**src/rtl/xbar_pkg.sv**
```systemverilog
// Shared types and constants for the cross-bar slave-side arbiter.
package xbar_pkg;

  typedef enum logic [1:0] {ARB_IDLE, ARB_ADDR, ARB_RESP} arb_state_t;

  localparam int          ADDR_W        = 32;
  localparam int          DATA_W        = 32;
  localparam int          SEL_MSB       = 31;
  localparam int          SEL_LSB       = 30;
  localparam logic [31:0] TIMEOUT_RDATA = 32'hDEAD_BEEF;

endpackage

```
**src/rtl/xbar_slave_arbiter_if.sv**
```systemverilog
// Master-side and slave-side bus of one cross-bar slave port.
// master: the arbiter's view; slave: the view of the masters and slave it connects.
interface xbar_slave_arbiter_if #(parameter int N_MASTERS = 4);
  import xbar_pkg::*;

  logic [N_MASTERS-1:0]             m_req;
  logic [N_MASTERS-1:0][ADDR_W-1:0] m_addr;
  logic [N_MASTERS-1:0]             m_cmd;
  logic [N_MASTERS-1:0][DATA_W-1:0] m_wdata;
  logic [N_MASTERS-1:0]             m_ack;
  logic [N_MASTERS-1:0]             m_resp;
  logic [DATA_W-1:0]                m_rdata;
  logic                             s_req;
  logic [ADDR_W-1:0]                s_addr;
  logic                             s_cmd;
  logic [DATA_W-1:0]                s_wdata;
  logic                             s_ack;
  logic                             s_resp;
  logic [DATA_W-1:0]                s_rdata;
  logic [N_MASTERS-1:0]             grant;
  logic                             timeout_err;

  modport master (
    input  m_req, m_addr, m_cmd, m_wdata, s_ack, s_resp, s_rdata,
    output m_ack, m_resp, m_rdata, s_req, s_addr, s_cmd, s_wdata, grant, timeout_err
  );

  modport slave (
    output m_req, m_addr, m_cmd, m_wdata, s_ack, s_resp, s_rdata,
    input  m_ack, m_resp, m_rdata, s_req, s_addr, s_cmd, s_wdata, grant, timeout_err
  );

endinterface

```
**src/rtl/xbar_rr_pick.sv**
```systemverilog
// Round-robin picker: first eligible index at or after rr_ptr, wrapping upward.
// Purely combinational, zero latency; no backpressure.
module xbar_rr_pick #(
  parameter int N = 4
) (
  input  logic [N-1:0]         eligible,
  input  logic [$clog2(N)-1:0] rr_ptr,
  output logic [$clog2(N)-1:0] idx,
  output logic                 vld
);
  localparam int IW = $clog2(N);

  int            c_int;
  logic [IW-1:0] c_idx;

  // Scan from farthest to nearest so the nearest eligible index is the last written.
  always_comb begin
    idx   = '0;
    vld   = 1'b0;
    c_int = 0;
    c_idx = '0;
    for (int k = N - 1; k >= 0; k--) begin
      c_int = int'(rr_ptr) + k;
      if (c_int >= N) c_int = c_int - N;
      c_idx = IW'(c_int);
      if (eligible[c_idx]) begin
        idx = c_idx;
        vld = 1'b1;
      end
    end
  end

endmodule

```
**src/rtl/xbar_slave_arbiter.sv**
```systemverilog
// Per-slave round-robin arbiter; grant held for a whole transaction; 1 idle bubble between grants.
// Optional watchdog abort under XBAR_ARB_TIMEOUT_EN; otherwise waits on the slave indefinitely.
module xbar_slave_arbiter
  import xbar_pkg::*;
#(
  parameter int N_MASTERS      = 4,
  parameter int SLAVE_ID       = 0,
  parameter int TIMEOUT_CYCLES = 64
) (
  input logic                   clk,
  input logic                   reset_n,
  xbar_slave_arbiter_if.master  bus
);
  localparam int         IW     = $clog2(N_MASTERS);
  localparam logic [1:0] SEL_ID = SLAVE_ID[1:0];

  if (N_MASTERS < 2 || N_MASTERS > 8 || TIMEOUT_CYCLES < 1) begin : g_param_check
    $error("xbar_slave_arbiter: parameter out of range");
  end

  arb_state_t           state, state_nxt;
  logic [IW-1:0]        gnt_idx, gnt_nxt;
  logic [IW-1:0]        rr_ptr, rr_nxt;
  logic [N_MASTERS-1:0] eligible;
  logic [IW-1:0]        pick_idx;
  logic                 pick_vld;
  logic                 done;

  always_comb begin
    eligible = '0;
    for (int i = 0; i < N_MASTERS; i++) begin
      eligible[i] = bus.m_req[i] && (bus.m_addr[i][SEL_MSB:SEL_LSB] == SEL_ID);
    end
  end

  xbar_rr_pick #(.N(N_MASTERS)) u_pick (
    .eligible (eligible),
    .rr_ptr   (rr_ptr),
    .idx      (pick_idx),
    .vld      (pick_vld)
  );

`ifdef XBAR_ARB_TIMEOUT_EN
  localparam int WD_W = $clog2(TIMEOUT_CYCLES + 1);

  logic [WD_W-1:0] wdog;
  logic            wd_expired;
  logic            to_fire;

  assign wd_expired      = (wdog == WD_W'(TIMEOUT_CYCLES));
  assign bus.timeout_err = to_fire;

  // Counts cycles spent in the current busy state; restarts on any state change.
  always_ff @(posedge clk or negedge reset_n) begin
    if (!reset_n) begin
      wdog <= '0;
    end else if (state_nxt != state || state == ARB_IDLE) begin
      wdog <= '0;
    end else if (!wd_expired) begin
      wdog <= wdog + 1'b1;
    end
  end
`else
  assign bus.timeout_err = 1'b0;
`endif

  always_ff @(posedge clk or negedge reset_n) begin
    if (!reset_n) begin
      state   <= ARB_IDLE;
      gnt_idx <= '0;
      rr_ptr  <= '0;
    end else begin
      state   <= state_nxt;
      gnt_idx <= gnt_nxt;
      rr_ptr  <= rr_nxt;
    end
  end

  always_comb begin
    state_nxt   = state;
    gnt_nxt     = gnt_idx;
    rr_nxt      = rr_ptr;
    done        = 1'b0;
    bus.s_req   = 1'b0;
    bus.s_addr  = '0;
    bus.s_cmd   = 1'b0;
    bus.s_wdata = '0;
    bus.m_ack   = '0;
    bus.m_resp  = '0;
    bus.m_rdata = bus.s_rdata;
    bus.grant   = '0;
`ifdef XBAR_ARB_TIMEOUT_EN
    to_fire     = 1'b0;
`endif
    case (state)
      ARB_IDLE: begin
        if (pick_vld) begin
          state_nxt = ARB_ADDR;
          gnt_nxt   = pick_idx;
        end
      end
      ARB_ADDR: begin
        bus.grant[gnt_idx] = 1'b1;
        bus.s_req          = bus.m_req[gnt_idx];
        bus.s_addr         = bus.m_addr[gnt_idx];
        bus.s_cmd          = bus.m_cmd[gnt_idx];
        bus.s_wdata        = bus.m_wdata[gnt_idx];
        // A master withdrawing its request abandons the grant; a late ack is not forwarded.
        if (!bus.m_req[gnt_idx]) begin
          done = 1'b1;
        end else if (bus.s_ack) begin
          bus.m_ack[gnt_idx] = 1'b1;
          if (bus.m_cmd[gnt_idx]) begin
            done = 1'b1;
          end else if (bus.s_resp) begin
            bus.m_resp[gnt_idx] = 1'b1;
            done                = 1'b1;
          end else begin
            state_nxt = ARB_RESP;
          end
        end
`ifdef XBAR_ARB_TIMEOUT_EN
        else if (wd_expired) begin
          bus.m_ack[gnt_idx] = 1'b1;
          to_fire            = 1'b1;
          done               = 1'b1;
        end
`endif
      end
      ARB_RESP: begin
        bus.grant[gnt_idx] = 1'b1;
        if (bus.s_resp) begin
          bus.m_resp[gnt_idx] = 1'b1;
          done                = 1'b1;
        end
`ifdef XBAR_ARB_TIMEOUT_EN
        else if (wd_expired) begin
          bus.m_resp[gnt_idx] = 1'b1;
          bus.m_rdata         = TIMEOUT_RDATA;
          to_fire             = 1'b1;
          done                = 1'b1;
        end
`endif
      end
      default: state_nxt = ARB_IDLE;
    endcase

    if (done) begin
      state_nxt = ARB_IDLE;
      rr_nxt    = (gnt_idx == IW'(N_MASTERS - 1)) ? '0 : gnt_idx + 1'b1;
    end
  end

endmodule

```
**src/flat_wrapper.sv**
```systemverilog
// flat-port wrapper written by rule: the top's interface ports become plain ports
module xbar_slave_arbiter_flat import xbar_pkg::*;
#(
  parameter int N_MASTERS      = 4,
  parameter int SLAVE_ID       = 0,
  parameter int TIMEOUT_CYCLES = 64
)
  (clk, reset_n, bus_m_req, bus_m_addr, bus_m_cmd, bus_m_wdata, bus_s_ack, bus_s_resp, bus_s_rdata, bus_m_ack, bus_m_resp, bus_m_rdata, bus_s_req, bus_s_addr, bus_s_cmd, bus_s_wdata, bus_grant, bus_timeout_err);
  xbar_slave_arbiter_if #(.N_MASTERS(N_MASTERS)) bus_i ();
  input logic clk;
  input logic reset_n;
  input wire logic [$bits(bus_i.m_req)-1:0] bus_m_req;
  input wire logic [$bits(bus_i.m_addr)-1:0] bus_m_addr;
  input wire logic [$bits(bus_i.m_cmd)-1:0] bus_m_cmd;
  input wire logic [$bits(bus_i.m_wdata)-1:0] bus_m_wdata;
  input wire logic [$bits(bus_i.s_ack)-1:0] bus_s_ack;
  input wire logic [$bits(bus_i.s_resp)-1:0] bus_s_resp;
  input wire logic [$bits(bus_i.s_rdata)-1:0] bus_s_rdata;
  output wire logic [$bits(bus_i.m_ack)-1:0] bus_m_ack;
  output wire logic [$bits(bus_i.m_resp)-1:0] bus_m_resp;
  output wire logic [$bits(bus_i.m_rdata)-1:0] bus_m_rdata;
  output wire logic [$bits(bus_i.s_req)-1:0] bus_s_req;
  output wire logic [$bits(bus_i.s_addr)-1:0] bus_s_addr;
  output wire logic [$bits(bus_i.s_cmd)-1:0] bus_s_cmd;
  output wire logic [$bits(bus_i.s_wdata)-1:0] bus_s_wdata;
  output wire logic [$bits(bus_i.grant)-1:0] bus_grant;
  output wire logic [$bits(bus_i.timeout_err)-1:0] bus_timeout_err;
  assign bus_i.m_req = bus_m_req;
  assign bus_i.m_addr = bus_m_addr;
  assign bus_i.m_cmd = bus_m_cmd;
  assign bus_i.m_wdata = bus_m_wdata;
  assign bus_i.s_ack = bus_s_ack;
  assign bus_i.s_resp = bus_s_resp;
  assign bus_i.s_rdata = bus_s_rdata;
  assign bus_m_ack = bus_i.m_ack;
  assign bus_m_resp = bus_i.m_resp;
  assign bus_m_rdata = bus_i.m_rdata;
  assign bus_s_req = bus_i.s_req;
  assign bus_s_addr = bus_i.s_addr;
  assign bus_s_cmd = bus_i.s_cmd;
  assign bus_s_wdata = bus_i.s_wdata;
  assign bus_grant = bus_i.grant;
  assign bus_timeout_err = bus_i.timeout_err;
  xbar_slave_arbiter #(.N_MASTERS(N_MASTERS), .SLAVE_ID(SLAVE_ID), .TIMEOUT_CYCLES(TIMEOUT_CYCLES)) u_core (.clk(clk), .reset_n(reset_n), .bus(bus_i));
endmodule
```
**config.mk**
```make
export PLATFORM = sky130hd
export DESIGN_NAME = xbar_slave_arbiter_flat
export DESIGN_NICKNAME = d
export VERILOG_FILES = /design/src/rtl/xbar_pkg.sv /design/src/rtl/xbar_slave_arbiter_if.sv /design/src/rtl/xbar_rr_pick.sv /design/src/rtl/xbar_slave_arbiter.sv /design/src/flat_wrapper.sv
export SDC_FILE = /design/constraint.sdc
export NUM_CORES = 1
export LEC_CHECK = 0
export CAP_MARGIN = 30
export CORE_AREA = 5 5 156 158
export DETAILED_ROUTE_END_ITERATION = 8
export DIE_AREA = 0 0 161 163
export GPL_TIMING_DRIVEN = 0
export PLACE_DENSITY = 0.46
export SKIP_LAST_GASP = 1
export SLEW_MARGIN = 15
export SYNTH_ARGS = -nofsm -noshare
export SYNTH_HDL_FRONTEND = slang
export SYNTH_HIERARCHICAL = 1
export SYNTH_SLANG_ARGS = --single-unit
```
**constraint.sdc**
```tcl
create_clock -name clk -period 1.9 [get_ports clk]
set_input_delay 0.38 -clock clk [delete_from_list [all_inputs] [get_ports clk]]
set_output_delay 0.38 -clock clk [all_outputs]
set_load 0.1 [all_outputs]
```
==> impl_metrics.toml, run 1 <==
[clock_tree]
root_buffer = "clkbuf_16"
cts_buffer_depth = 2
clock_latency_ns = 0.22
cts_buffers = 3
clock-sinks = 6
htreeDepth = 1
cts_tree = "done"
path_clk_slew_ns = 0.03
postCtsHoldBufs = 0

[placement]
dp_hpwl_mm = 17.94
place_ws_ns = -1.517
place.gp.congestion = 0.8821
port_buffers = 377
dpl-instance-area_mm2 = 0.007317
place_inst = 932

[finish]
stdcell_count = 967
nFillCells = 2238
nNetsFinal = 986
antenna_cells = 0
multiInputGateArea_mm2 = 0.002680
post_route_cells_drive_above_1_share_pct = 50.66
register_area_um2 = 150.1
fin_area_mm2 = 0.008792
area_delta_synth_final_pct = 205.1

[global_route]
overflow = 0
grt_use_total_pct = 14.39
grt_pass1_vias = 4275
grt_pass1_wl_mm = 28.50
grt_antenna_before_repair = 1
grt_max_degree = 11

[timing]
fin_worst_skew_ns = 0.001723
finalHoldViolCount = 0
period_needed_ns = 2.328
fmax_ghz = 0.4295
fin_ws_ns = -0.4280
fin_crit_sh_pct = 122.5
final_max_slew_viol_count = 0
setup_viol = 80
worstMarginPinSlew_ns = 0.9738
slew_headroom_pct = 35.34
hold-worst-slack_ns = 0.4094
rsz0062_at_grt = "true"

[synthesis]
yosysMostFrequentCell = "and2_1"
synth_ff_type = "dfrtp_1"
synth_common_cells = "and2_1 (77), mux4_2 (65), buf_4 (35)"
synth_top_area_share_pct = 50.80
ys_types = 27
netlist_area_mm2 = 0.002882
synth_nets = 570
synth-edff-count = 0
synth-async-reset-ratio_pct = 100.0
yosysSeqAreaShare_pct = 5.211
yosys.area.top_type = "mux4_2"
synth.avg_cell_area_um2 = 10.96
netlist_top_cells_area = "mux4_2 (51%), and2_1 (17%), buf_4 (9.1%), dfrtp_1 (5.2%), ha_1 (3.0%)"
synthesis.instances = 263
synth-seq-cells = 6
yosys_warnings = 6

[floorplanning]
core_mm2 = 0.02298
initial_core_util_pct = 12.54
die_h_um = 163
rows = 56
io_pins = 411
die_x_um = 161
dieArea_mm2 = 0.02624

[setup_path]
r2r_cells = 8
cp_max_fo = 7
crit_path_end_kind = "output pin"
arrival_ns = 1.95
critPathRequiredTime_ns = 1.52
path_class = "reg -> out"
start_kind = "flip-flop"

[run_status]
violations = "setup timing"
status = "complete, but fails checks"

[detailed_routing]
drcViolationCount = 0
via_per_inst = 4.039
antenna_left = 0
wire_per_inst_um = 21.75
firstDrtPassIters = 4
vias = 3906
drt-initial-drc-count = 179
drt-total-wl_mm = 21.03

[power]
power.density_mw_per_mm2 = 2079
max-vdd-ir-drop_mv = 0.9760
p_leak_nw = 3.496

[hold_path]
hold_path.class = "in -> async"

[flow_run]
drv_cap = 0
## final cells by class
cell class	count	share of cell area (%)
Multi-Input combinational cell	195	30.48
Inverter	6	0.3558
Buffer	56	6.262
Sequential cell	6	1.708
Timing Repair Buffer	411	56.21
Clock buffer	3	0.8538
Tap cell	290	4.127
## critical path: stages (launching register included)
cell and delay [ns]:
dfrtp_1 0.35, buf_6 0.14, mux4_2 0.55, and3_4 0.19, a21oi_2 0.13, nor2_2 0.07, and2_4 0.14, buf_12 0.16
## power by group
group / switching [W] / total, W / leakage (nW) / internal, W
clock: 0.0000665 / 0.000336 / 0.0370 / 0.000270
sequential: 0.0000673 / 0.000258 / 0.0760 / 0.000190
combinational: 0.00996 / 0.0177 / 3.38 / 0.00773
total: 0.0101 / 0.0183 / 3.50 / 0.00819
## sequential cells by signal, summed over array words and instances, names as in the netlist
| register | count |
|---|---|
| u_core/gnt_idx | 2 |
| u_core/rr_ptr | 2 |
| u_core/state | 2 |
## routing by layer
layer / vias to the layer above / global-route usage (%) / part of all wire, %
li1: 1790 / - / -
met1: 1915 / 16.87 / 37
met2: 187 / 27.78 / 56
met3: 12 / 3.063 / 6.3
met4: 2 / 1.435 / 0.98
met5: - / 0 / 0.062
## stage by stage
stage | setup TNS, ns | power (W) | utilization, %
floorplan | -3.249 | 0.01095 | -
global placement | -105.58 | 0.01405 | 31.60
detailed placement | -105.49 | 0.01422 | 31.84
CTS | -26.96 | 0.01701 | 35.82
global route | -30.33 | 0.01888 | 38.26
finish | -25.50 | 0.01828 | 38.26
## cells by family after synthesis
logic type / count (synthesis) / share of synthesized area [%]
AOI/OAI and AO/OA: 10 / 3.083
adders and majority gates: 7 / 3.039
buffers and inverters: 62 / 12.98
DFF: 6 / 5.210
muxes: 73 / 53.93
other: 1 / 0.1301
and+or+nand+nor: 104 / 21.62
## timing repair
item	CTS	global route
setup endpoints to repair	113	84
gates resized for setup	702	99
setup buffers	15	10
cloned	6	3
pin swaps	13	8
## layout by cell type, fill, tap and decap left out, types with 2 or more instances in the layout
master and count:
clkbuf_2 5, bufbuf_16 2, a21oi_2 2, nand2b_1 3, nor2_1 4, ha_1 2, clkdlybuf4s50_1 261, buf_12 77
nor3b_4 2, mux2_2 3, mux4_2 65, inv_1 4, buf_6 4, ha_4 4, buf_4 55, mux2i_2 2
a21oi_1 3, clkbuf_16 6, buf_8 9, clkbuf_4 2, nor3b_2 2, nor2_2 2, dlygate4sd2_1 36, mux2_4 2
and2_4 71, buf_16 6, and2_2 6, dlymetal6s2s_1 2, nand2_1 7, dfrtp_1 6, clkbuf_8 4
## final timing paths
| kind | start | endpoint | slack, ns |
|---|---|---|---|
| min in group clk | u_core/rr_ptr[0]$_DFFE_PN0P_ | u_core/rr_ptr[0]$_DFFE_PN0P_ | 0.60 |
| setup reg to reg | u_core/gnt_idx[0]$_DFFE_PN0P_ | u_core/state[0]$_DFFE_PN0P_ | -0.19 |
| hold / removal | reset_n | u_core/state[0]$_DFFE_PN0P_ | 0.41 |
| max in group asynchronous | reset_n | u_core/gnt_idx[1]$_DFFE_PN0P_ | 1.26 |
| hold reg to reg | u_core/rr_ptr[0]$_DFFE_PN0P_ | u_core/rr_ptr[0]$_DFFE_PN0P_ | 0.60 |
| setup / recovery | u_core/gnt_idx[0]$_DFFE_PN0P_ | bus_m_resp[2] | -0.43 |
No activity file was read; power rests on OpenSTA's default activity.
==> run 2: changes to the inputs <==
Settings changed: MAX_ROUTING_LAYER set to met4.
==> run 2 against run 1 <==
  * The run still ends with setup timing left
  * Routed wire length is 0.65% lower
  * Design area fell by 4.5%
  * Combinational power down 6%
  * Critical path depth unchanged
  * Count of clock-buffer cells in the layout unchanged
  * Non-clock buffer count shrank 2
  * Clock power hardly changed
  * Hold slack got worse by 0.0035 ns
  * Power shrank 6.2%
==> impl_metrics.toml, run 2 (synthesis results as in run 1) <==
[setup_path]
crit_family = "multiplexers"
slowest_delay_ns = 0.55
path_cells = "buf_6, mux4_2, and3_4, a21oi_2, nor2_2, and2_4, buf_12"
start_kind = "flip-flop"
cp_max_fo = 5
crit_path_end_kind = "output pin"
path_class = "reg -> out"
critPathRequiredTime_ns = 1.52
worstPathBufferInverterCount = 2
cp_slowest_cell = "mux4_2"
arrival_ns = 1.97

[clock_tree]
cts_tree = "done"
cts_buffer_depth = 2
clock_latency_ns = 0.23
cts_buffers = 3
clock-sinks = 6
htreeDepth = 1
root_buffer = "clkbuf_16"
path_clk_slew_ns = 0.03

[placement]
dp_hpwl_mm = 18.16
place_inst = 932
port_buffers = 377
place_ws_ns = -1.568
place.gp.congestion = 0.8723

[detailed_routing]
drt-total-wl_mm = 20.90
wire_per_inst_um = 21.63
drcViolationCount = 0
via_per_inst = 4.035
antenna_left = 0
drt-initial-drc-count = 144
vias = 3898
firstDrtPassIters = 4

[timing]
fin_ws_ns = -0.4457
slew_headroom_pct = 35.62
rsz0062_at_grt = "true"
fin_worst_skew_ns = 0.0005086
worstMarginPinSlew_ns = 0.9696
final_max_slew_viol_count = 0
fmax_ghz = 0.4263
finalHoldViolCount = 0
setup_viol = 81
fin_crit_sh_pct = 123.5
period_needed_ns = 2.346

[run_status]
violations = "setup timing"
status = "complete, but fails checks"

[floorplanning]
rows = 56
initial_core_util_pct = 12.54
die_x_um = 161
core_mm2 = 0.02298
dieArea_mm2 = 0.02624
io_pins = 411
die_h_um = 163

[finish]
final_cell_mix = "clkdlybuf4s50_1 (263), and2_4 (69), mux4_2 (65), buf_4 (54), buf_6 (48)"
top_regs = "u_core/gnt_idx (2), u_core/rr_ptr (2), u_core/state (2)"
final_common_cell = "clkdlybuf4s50_1"
stdcell_count = 966
final_util_pct = 36.52
nNetsFinal = 984
post_route_cells_drive_above_1_share_pct = 49.78
nFillCells = 2263
area_delta_synth_final_pct = 191.3

[power]
max-vdd-ir-drop_mv = 0.8973
power.density_mw_per_mm2 = 2043
p_leak_nw = 3.352
total_power_w = 0.01715

[global_route]
grt_use_met2_pct = 26.86
grt_antenna_before_repair = 1
top_usage_layer = "met2"
grt_pass1_wl_mm = 28.42
grt_pass1_vias = 4183
grt_max_degree = 11
use_met1_pct = 16.99
grt_use_total_pct = 14.76
overflow = 0
grtUsageMet3_pct = 3.088

[flow_run]
drv_cap = 0

[hold_path]
hold_path.class = "in -> async"
run 2: cell types whose count changed in the layout (fill, tap and decap cells not counted), moves of 3 or more:
| cell | previous run | this run |
|---|---|---|
| clkbuf_4 | 2 | 5 |
| buf_6 | 4 | 48 |
| buf_8 | 9 | 1 |
| buf_12 | 77 | 42 |
| clkbuf_2 | 5 | 2 |
run 2: power by group:
part	leakage, nW	switching (W)	internal (W)
Sequential	0.0760	0.0000650	0.000191
Clock	0.0370	0.0000691	0.000270
Combinational	3.24	0.00975	0.00680
run 2: repair_timing:
| action | 4_1_cts | 5_1_grt |
|---|---|---|
| resized for setup | 685 | 39 |
| cloned | 4 | 3 |
| hold buffers | 0 | 0 |
| setup buffers | 18 | 9 |
| pin swaps | 11 | 8 |
| endpoints found under the setup margin | 113 | 83 |
| hold endpoints to repair | 0 | 0 |
run 2: per-layer routing:
metal  routed length (um)  up-vias
li1                     -     1790
met1                 7905     1894
met3                 1270       24
met2                11320      190
met4                  397        0
met5                    0        -
run 2: worst register-to-register path, stage by stage (launching register included):
cell	delay, ns
dfrtp_1	0.35
buf_6	0.13
mux4_2	0.55
buf_4	0.16
buf_6	0.10
buf_6	0.11
buf_4	0.13
o221ai_2	0.08
a31oi_4	0.15
nand3_2	0.10
mux2_4	0.29
run 2: final cells by class:
cell class | count | area [um^2] | share of cell area (%)
sequential | 6 | 150.1 | 1.789
tap | 290 | 362.8 | 4.323
clock buffer | 3 | 75.07 | 0.8945
inverter | 6 | 37.54 | 0.4472
antenna | 1 | 2.502 | 0.02982
multi-input combinational | 195 | 2649 | 31.56
buffer | 56 | 566.8 | 6.753
timing repair buffer | 409 | 4549 | 54.20
run 2: worst paths after layout:
check,end,cells past startpoint,slack [ns],from
min in group clk,u_core/rr_ptr[0]$_DFFE_PN0P_,2,0.60,u_core/rr_ptr[0]$_DFFE_PN0P_
worst max register to register,u_core/state[0]$_DFFE_PN0P_,10,-0.38,u_core/gnt_idx[0]$_DFFE_PN0P_
worst min register to register,u_core/rr_ptr[0]$_DFFE_PN0P_,2,0.60,u_core/rr_ptr[0]$_DFFE_PN0P_
max in group asynchronous,u_core/rr_ptr[1]$_DFFE_PN0P_,1,1.27,reset_n
worst min-delay path,u_core/state[0]$_DFFE_PN0P_,1,0.41,reset_n
worst max-delay path,bus_m_resp[1],7,-0.45,u_core/gnt_idx[0]$_DFFE_PN0P_
run 2: per-stage QoR:
stage                     hold WS [ns]  cell area, um^2  setup TNS (ns)
after floorplan                0.08441             3126          -3.249
after global placement          0.5332             7262         -105.98
after detailed placement        0.5410             7317         -106.39
after CTS                       0.4096             8142          -28.52
after global routing            0.4298             8393          -32.88
final                           0.4058             8393          -27.97
